## config.mk

```make
export PLATFORM = sky130hd
export DESIGN_NAME = dma_frontend_queued_regs
export DESIGN_NICKNAME = d
export VERILOG_FILES = /design/src/rtl/dma_frontend_pkg.sv /design/src/rtl/dma_frontend_queued_regs_fifo.sv /design/src/rtl/dma_frontend_queued_regs.sv
export SDC_FILE = /design/constraint.sdc
export NUM_CORES = 1
export LEC_CHECK = 0
export ABC_CLOCK_PERIOD_IN_PS = 8100
export BUFFER_PORTS_ARGS = -buffer_cell sky130_fd_sc_hd__buf_2
export CAP_MARGIN = 5
export CORE_MARGIN = 5
export CORE_UTILIZATION = 60
export CTS_CLUSTER_SIZE = 40
export DETAILED_ROUTE_END_ITERATION = 6
export PLACE_DENSITY = 0.86
export SETUP_SLACK_MARGIN = 0.2
export SYNTH_ARGS = -nofsm -noshare
export SYNTH_HDL_FRONTEND = slang
export SYNTH_SLANG_ARGS = --single-unit
```

## constraint.sdc

```tcl
create_clock -name clk_i -period 8.1 [get_ports clk_i]
set_clock_uncertainty 0.1 [all_clocks]
set_input_delay 1.215 -clock clk_i [delete_from_list [all_inputs] [get_ports clk_i]]
set_output_delay 1.215 -clock clk_i [all_outputs]
set_load 0.005 [all_outputs]
```

## src/rtl/dma_frontend_pkg.sv

```systemverilog
// Shared definitions for the cluster DMA frontend register file: register map,
// conf/status field positions and the backend descriptor layout.
package dma_frontend_pkg;

   localparam logic [5:0] RegSrcLo    = 6'h00;
   localparam logic [5:0] RegSrcHi    = 6'h04;
   localparam logic [5:0] RegDstLo    = 6'h08;
   localparam logic [5:0] RegDstHi    = 6'h0C;
   localparam logic [5:0] RegNumBytes = 6'h10;
   localparam logic [5:0] RegNextId   = 6'h18;
   localparam logic [5:0] RegDoneId   = 6'h20;
   localparam logic [5:0] RegStatus   = 6'h28;

   localparam int unsigned ConfDecouple  = 0;
   localparam int unsigned ConfDeburst   = 1;
   localparam int unsigned ConfSerialize = 2;
   localparam int unsigned ConfIrqEn     = 3;
   localparam logic [3:0]  ConfReset     = 4'b0001;

   localparam int unsigned StatusFillLsb = 24;
   localparam int unsigned StatusBusyBit = 16;

   // Addresses are carried at 64 bits; the upper half stays zero when AddrWidth=32.
   typedef struct packed {
      logic [63:0] src_addr;
      logic [63:0] dst_addr;
      logic [31:0] num_bytes;
      logic        decouple;
      logic        deburst;
      logic        serialize;
   } transf_descr_t;

   function automatic logic [31:0] apply_be(input logic [31:0] old_val,
                                            input logic [31:0] wdata,
                                            input logic [3:0]  be);
      logic [31:0] res;
      res = old_val;
      for (int unsigned i = 0; i < 4; i++) begin
         if (be[i]) res[8*i +: 8] = wdata[8*i +: 8];
      end
      return res;
   endfunction

endpackage

```

## src/rtl/dma_frontend_queued_regs_fifo.sv

```systemverilog
// Synchronous FIFO (common_cells fifo_v3 interface subset) holding backend descriptors.
module fifo_v3 #(
   parameter bit          FALL_THROUGH = 1'b0,
   parameter int unsigned DEPTH        = 4,
   parameter type         dtype        = logic,
   parameter int unsigned ADDR_DEPTH   = (DEPTH > 1) ? $clog2(DEPTH) : 1
) (
   input  logic                clk_i,
   input  logic                rst_ni,
   input  logic                flush_i,
   output logic                full_o,
   output logic                empty_o,
   output logic [ADDR_DEPTH:0] usage_o,
   input  dtype                data_i,
   input  logic                push_i,
   output dtype                data_o,
   input  logic                pop_i
);

   localparam logic [ADDR_DEPTH:0]   FullCnt = (ADDR_DEPTH + 1)'(DEPTH);
   localparam logic [ADDR_DEPTH-1:0] LastIdx = ADDR_DEPTH'(DEPTH - 1);

   logic [ADDR_DEPTH-1:0] rd_q, wr_q;
   logic [ADDR_DEPTH:0]   cnt_q;
   dtype                  mem_q [DEPTH];
   logic                  is_empty, bypass, push_ok, pop_ok;

   always_comb begin
      is_empty = (cnt_q == '0);
      bypass   = FALL_THROUGH && is_empty && push_i && pop_i;
      push_ok  = push_i && (cnt_q != FullCnt) && !bypass;
      pop_ok   = pop_i && !is_empty;
      full_o   = (cnt_q == FullCnt);
      empty_o  = is_empty && !(FALL_THROUGH && push_i);
      usage_o  = cnt_q;
      data_o   = (FALL_THROUGH && is_empty) ? data_i : mem_q[rd_q];
   end

   always_ff @(posedge clk_i or negedge rst_ni) begin
      if (!rst_ni) begin
         rd_q  <= '0;
         wr_q  <= '0;
         cnt_q <= '0;
         for (int unsigned i = 0; i < DEPTH; i++) mem_q[i] <= '0;
      end else if (flush_i) begin
         rd_q  <= '0;
         wr_q  <= '0;
         cnt_q <= '0;
      end else begin
         if (push_ok) begin
            mem_q[wr_q] <= data_i;
            wr_q        <= (wr_q == LastIdx) ? '0 : wr_q + ADDR_DEPTH'(1);
         end
         if (pop_ok) rd_q <= (rd_q == LastIdx) ? '0 : rd_q + ADDR_DEPTH'(1);
         cnt_q <= cnt_q + (ADDR_DEPTH + 1)'(push_ok) - (ADDR_DEPTH + 1)'(pop_ok);
      end
   end

endmodule

```

## src/rtl/dma_frontend_queued_regs.sv

```systemverilog
// TCDM-mapped DMA frontend register file: staging registers, descriptor queue,
// transfer-ID generation and completion counting toward one backend port.
module dma_frontend_queued_regs
   import dma_frontend_pkg::*;
#(
   parameter int unsigned AddrWidth  = 32,
   parameter int unsigned QueueDepth = 4
) (
   input  logic          clk_i,
   input  logic          rst_ni,
   input  logic          ctrl_req_i,
   input  logic          ctrl_type_i,
   input  logic [3:0]    ctrl_be_i,
   input  logic [31:0]   ctrl_add_i,
   input  logic [31:0]   ctrl_data_i,
   output logic          ctrl_gnt_o,
   output logic          ctrl_valid_o,
   output logic [31:0]   ctrl_data_o,
   output logic          be_valid_o,
   input  logic          be_ready_i,
   input  logic          be_done_i,
   output transf_descr_t transf_descr_o,
   output logic          irq_o
);

   localparam bit          HasHi  = (AddrWidth == 64);
   localparam int unsigned UsageW = ((QueueDepth > 1) ? $clog2(QueueDepth) : 1) + 1;

   logic [31:0]       src_lo_q, src_hi_q, dst_lo_q, dst_hi_q, len_q;
   logic [31:0]       next_id_q, done_id_q, rdata_q, rdata_d, status;
   logic [3:0]        conf_q;
   logic              rvalid_q, irq_q;
   logic [5:0]        reg_off;
   logic              is_enq, push, gnt, wr_en, rd_en, busy;
   logic              q_full, q_empty;
   logic [UsageW-1:0] q_usage;
   transf_descr_t     push_descr;
   logic              unused_addr;

   assign unused_addr = ^ctrl_add_i[31:6];

   always_comb begin
      reg_off = ctrl_add_i[5:0];
      is_enq  = ctrl_req_i && ctrl_type_i && (reg_off == RegNextId);
      // A full queue refuses the launch even if the backend pops in the same cycle.
      push    = is_enq && !q_full;
      gnt     = ctrl_req_i && !(is_enq && q_full);
      wr_en   = gnt && !ctrl_type_i;
      rd_en   = gnt && ctrl_type_i;
      busy    = !q_empty || ((next_id_q - 32'd1) != done_id_q);

      status                         = '0;
      status[StatusFillLsb +: 8]     = 8'(q_usage);
      status[StatusBusyBit]          = busy;
      status[3:0]                    = conf_q;

      rdata_d = '0;
      case (reg_off)
         RegSrcLo:    rdata_d = src_lo_q;
         RegSrcHi:    rdata_d = src_hi_q;
         RegDstLo:    rdata_d = dst_lo_q;
         RegDstHi:    rdata_d = dst_hi_q;
         RegNumBytes: rdata_d = len_q;
         RegNextId:   rdata_d = next_id_q;
         RegDoneId:   rdata_d = done_id_q;
         RegStatus:   rdata_d = status;
         default:     rdata_d = '0;
      endcase

      push_descr.src_addr  = {src_hi_q, src_lo_q};
      push_descr.dst_addr  = {dst_hi_q, dst_lo_q};
      push_descr.num_bytes = len_q;
      push_descr.decouple  = conf_q[ConfDecouple];
      push_descr.deburst   = conf_q[ConfDeburst];
      push_descr.serialize = conf_q[ConfSerialize];
   end

   always_ff @(posedge clk_i or negedge rst_ni) begin
      if (!rst_ni) begin
         src_lo_q  <= '0;
         src_hi_q  <= '0;
         dst_lo_q  <= '0;
         dst_hi_q  <= '0;
         len_q     <= '0;
         conf_q    <= ConfReset;
         next_id_q <= 32'd1;
         done_id_q <= '0;
         rvalid_q  <= 1'b0;
         rdata_q   <= '0;
         irq_q     <= 1'b0;
      end else begin
         rvalid_q  <= gnt;
         rdata_q   <= rd_en ? rdata_d : '0;
         irq_q     <= be_done_i & conf_q[ConfIrqEn];
         done_id_q <= done_id_q + 32'(be_done_i);
         if (push) next_id_q <= next_id_q + 32'd1;
         if (wr_en) begin
            case (reg_off)
               RegSrcLo:    src_lo_q <= apply_be(src_lo_q, ctrl_data_i, ctrl_be_i);
               RegSrcHi:    if (HasHi) src_hi_q <= apply_be(src_hi_q, ctrl_data_i, ctrl_be_i);
               RegDstLo:    dst_lo_q <= apply_be(dst_lo_q, ctrl_data_i, ctrl_be_i);
               RegDstHi:    if (HasHi) dst_hi_q <= apply_be(dst_hi_q, ctrl_data_i, ctrl_be_i);
               RegNumBytes: len_q    <= apply_be(len_q, ctrl_data_i, ctrl_be_i);
               RegStatus:   if (ctrl_be_i[0]) conf_q <= ctrl_data_i[3:0];
               default:     ;
            endcase
         end
      end
   end

   fifo_v3 #(
      .FALL_THROUGH (1'b0),
      .DEPTH        (QueueDepth),
      .dtype        (transf_descr_t)
   ) i_queue (
      .clk_i   (clk_i),
      .rst_ni  (rst_ni),
      .flush_i (1'b0),
      .full_o  (q_full),
      .empty_o (q_empty),
      .usage_o (q_usage),
      .data_i  (push_descr),
      .push_i  (push),
      .data_o  (transf_descr_o),
      .pop_i   (be_valid_o && be_ready_i)
   );

   assign ctrl_gnt_o   = gnt;
   assign ctrl_valid_o = rvalid_q;
   assign ctrl_data_o  = rdata_q;
   assign be_valid_o   = !q_empty;
   assign irq_o        = irq_q;

endmodule

```

==> key figures <==
Critical path
  • Reg2reg start: next_id_q[1]$_DFFE_PN0P_
  • Worst path arrival time: 3.23 ns
  • Crit end category: output pin
  • Crit-path max FO: 48
  • Critical Path Source: i_queue.rd_q[0]$_DFFE_PN0P_
  • FF-to-FF path depth: 8
  • Crit Reg-Reg Endpoint: ctrl_data_o[16]$_DFF_PN0_
  • Crit path to: transf_descr_o[58]
  • CP Data Required Time: 6.78 ns
  • Crit start category: register
  • Kind of critical path: reg2out
  • R2r setup slk: 4.68 ns

Pwr
  • Pwr/cell area: 219.4 mW/mm^2
  • Pwr Total: 0.006780 W
  • Static Leak: 15.44 nW
  • VDD IR max: 0.0001561 V

Routing
  • Vias: 17.25k
  • Met2 Wirelength: 33,420 um
  • Drt drc: 0
  • Wire length on met1: 27,600 um
  • Final ANT Viol Nets: 0
  • DR vias/cell: 6.240
  • Initial DRC Count: 1,354
  • Met3 WL: 5188 um
  • Drt first pass iters: 5
  • Max layer used: met5
  • Post-Route WL: 67,720 um
  • Routed length per instance: 24.50 um

Run status
  • Status: finished, final reports clean

Global route
  • Vias in the first global route: 18.59k
  • First-pass GRT wire length: 107,000 um
  • Global route total overflow: 0
  • Pin count of the biggest net entering global routing: 160
  • GRT Util Overall: 27.04%
  • Initial antenna violation count: 5

Synth
  • Async SR Flop Fraction: 100.0%
  • Post-Syn Instances: 1,972
  • Seq cells post-synth: 601
  • Post-synth EDFFs: 0
  • Synthesis Warnings: 64
  • Synthesized area: 0.02769 mm^2
  • Mean post-synth cell area: 14.04 um^2
  • Top_reg_cell synth: dfrtp_1
  • Count of cell types in the netlist: 64
  • Seq/Total Area, Yosys: 54.32%

Placement
  • Final HPWL DP: 43,400 um
  • Placed cells: 2,651
  • # port buffers: 182
  • Routability Congestion: 0.8995

Clocking
  • Total CTS buffers: 59
  • Clock transition at the registers of the reported paths: 0.06 ns
  • H-tree depth: 2
  • Post-CTS Resized: 0
  • Skew-Pair Late Insertion Delay: 0.61 ns
  • Max Buffers Root-to-Sink: 3
  • CTS tree: yes
  • CTS root buffer: clkbuf_16
  • CTS Hold Bufs: 0
  • Postcts setup bufs: 0
  • Clock sink count: 601

STA
  • Final Cycle Share: 56.13%
  • Worst slew margin: 26.65%
  • Worst slew pin tran: 1.096 ns
  • Hold slack: 0.3989 ns
  • Setup_tns: 0 ns
  • Max-slew violation count: 0
  • Fmax: 219.9 MHz
  • Unrepaired setup endpoints after global routing: no
  • Setup violators final: 0
  • Post-layout minimum cycle time: 4.547 ns
  • Final Hold Fails: 0

Floorplanning
  • Die area: 0.05055 mm^2
  • Width of the die: 224.8 um
  • Row count: 78
  • Core ar.: 0.04548 mm^2
  • Starting density of the core: 60.89%
  • Num ports: 273
  • Die height: 224.8 um

Hold path
  • Hold/Removal Path Class: reg2reg
  • Hold Path Cell Cnt: 1

Job
  • Max-cap violation count: 0

Layout
  • Fraction of layout cells with a size suffix above 1: 43.06%
  • Fill cells: 3,056
  • Area grow syn2layout: 11.58%
  • Final net count: 2,198
  • Fin util: 67.94%
  • Non-filler cells, final: 2,764
cell type report:
class | instances | area [um^2] | area share, %
flip-flops and latches | 601 | 15050 | 48.71
multi-input cells | 1229 | 11900 | 38.50
clock buffers | 90 | 1805 | 5.843
repair buffers | 204 | 1099 | 3.555
well taps | 600 | 750.7 | 2.430
clock inverters | 21 | 230.2 | 0.7451
inverters | 17 | 63.81 | 0.2065
diodes | 2 | 5.005 | 0.01620
registers in the layout, summed over array words and instances (netlist names):
signal	count
i_queue.mem_q	396
ctrl_data_o	32
done_id_q	32
dst_lo_q	32
len_q	32
next_id_q	32
src_lo_q	32
conf_q	4
i_queue.usage_o	3
i_queue.rd_q	2
i_queue.wr_q	2
ctrl_valid_o	1
irq_o	1
stage by stage:
step                      setup WS (ns)  instance area (um^2)
after floorplan                   4.351                 27930
after global placement            3.552                 28860
after detailed placement          3.509                 28860
after CTS                         3.436                 30890
after global routing              3.300                 30900
final                             3.553                 30900
worst min path at each step:
stage                                         startpoint                        endpoint  slack (ns)
after floorplan                    conf_q[3]$_DFFE_PN0P_                 irq_o$_DFF_PN0_        0.37
after global placement    i_queue.mem_q[182]$_DFFE_PN0P_  i_queue.mem_q[182]$_DFFE_PN0P_        0.38
final                     i_queue.mem_q[180]$_DFFE_PN0P_  i_queue.mem_q[180]$_DFFE_PN0P_        0.40
after CTS                 i_queue.mem_q[180]$_DFFE_PN0P_  i_queue.mem_q[180]$_DFFE_PN0P_        0.40
after global routing      i_queue.mem_q[506]$_DFFE_PN0P_  i_queue.mem_q[506]$_DFFE_PN0P_        0.41
after detailed placement  i_queue.mem_q[214]$_DFFE_PN0P_  i_queue.mem_q[214]$_DFFE_PN0P_        0.39
critical path, cell delays in order, from the launching register on:
cell and delay [ns]:
dfrtp_4 0.83, buf_4 0.93, mux4_2 0.67, buf_2 0.16
routing by layer:
metal	track usage, %	vias to the layer above
met5	0	-
met4	7.032	6
met3	6.630	132
met2	44.21	693
met1	36.95	9072
li1	-	7345
Yosys cell counts, drive strengths merged (6+ instances only):
master	instances	area, um^2
and2	6	37.54
xnor2	79	691.9
mux2	507	5709
mux2i	34	340.3
nand2	73	274.0
xor2	23	201.4
inv	17	63.81
nand4	16	100.1
and3	14	87.58
nor4	15	100.1
a31oi	7	43.79
nor3	23	135.1
buf	98	630.6
a22oi	7	52.55
ha	11	137.6
dfrtp	599	14990
and4	6	52.55
o21ai	24	120.1
a21oi	35	175.2
or4	7	52.55
mux4	99	2230
nand2b	6	37.54
nor2	76	287.8
nand3	29	145.1
clkbuf	90	337.8
a222oi	14	140.1
or3	7	48.80
power by group:
| part | internal, W | switching, W |
|---|---|---|
| clock network | 0.00169 | 0.00114 |
| logic | 0.000312 | 0.000360 |
| registers | 0.00307 | 0.000210 |
placed cells by master (no fill, tap or decap), drive strengths merged, types with 5 or more instances in the layout:
| master | netlist | layout |
|---|---|---|
| mux2 | 507 | 507 |
| a31oi | 7 | 7 |
| or3 | 7 | 7 |
| mux4 | 99 | 99 |
| buf | 98 | 204 |
| or4 | 7 | 7 |
| and3 | 14 | 14 |
| dfrtp | 599 | 599 |
| nand4 | 16 | 16 |
| nand3 | 29 | 29 |
| mux2i | 34 | 34 |
| bufinv | 0 | 5 |
| o21ai | 24 | 24 |
| nor3 | 23 | 23 |
| and2 | 6 | 6 |
| xnor2 | 79 | 79 |
| clkinv | 0 | 16 |
| a21oi | 35 | 35 |
| nand2 | 73 | 73 |
| nor2 | 76 | 76 |
| nand2b | 6 | 6 |
| a22oi | 7 | 7 |
| conb | 1 | 64 |
| nor4 | 15 | 15 |
| xor2 | 23 | 23 |
| ha | 11 | 11 |
| clkbuf | 90 | 90 |
| a222oi | 14 | 14 |
| and4 | 6 | 6 |
| inv | 17 | 17 |
cells by family after synthesis:
kind of cell	count (synthesis)	synth area share (%)
XOR/XNOR	102	3.226
buffers and inverters	205	3.728
adder cells (fa/ha/maj)	12	0.5693
other	1	0.01354
AO/OA/AOI/OAI	115	2.838
multiplexers	640	29.90
flip-flops	601	54.32
AND/OR/NAND/NOR	296	5.409
Note: power is estimated with default switching activity, not from simulation.
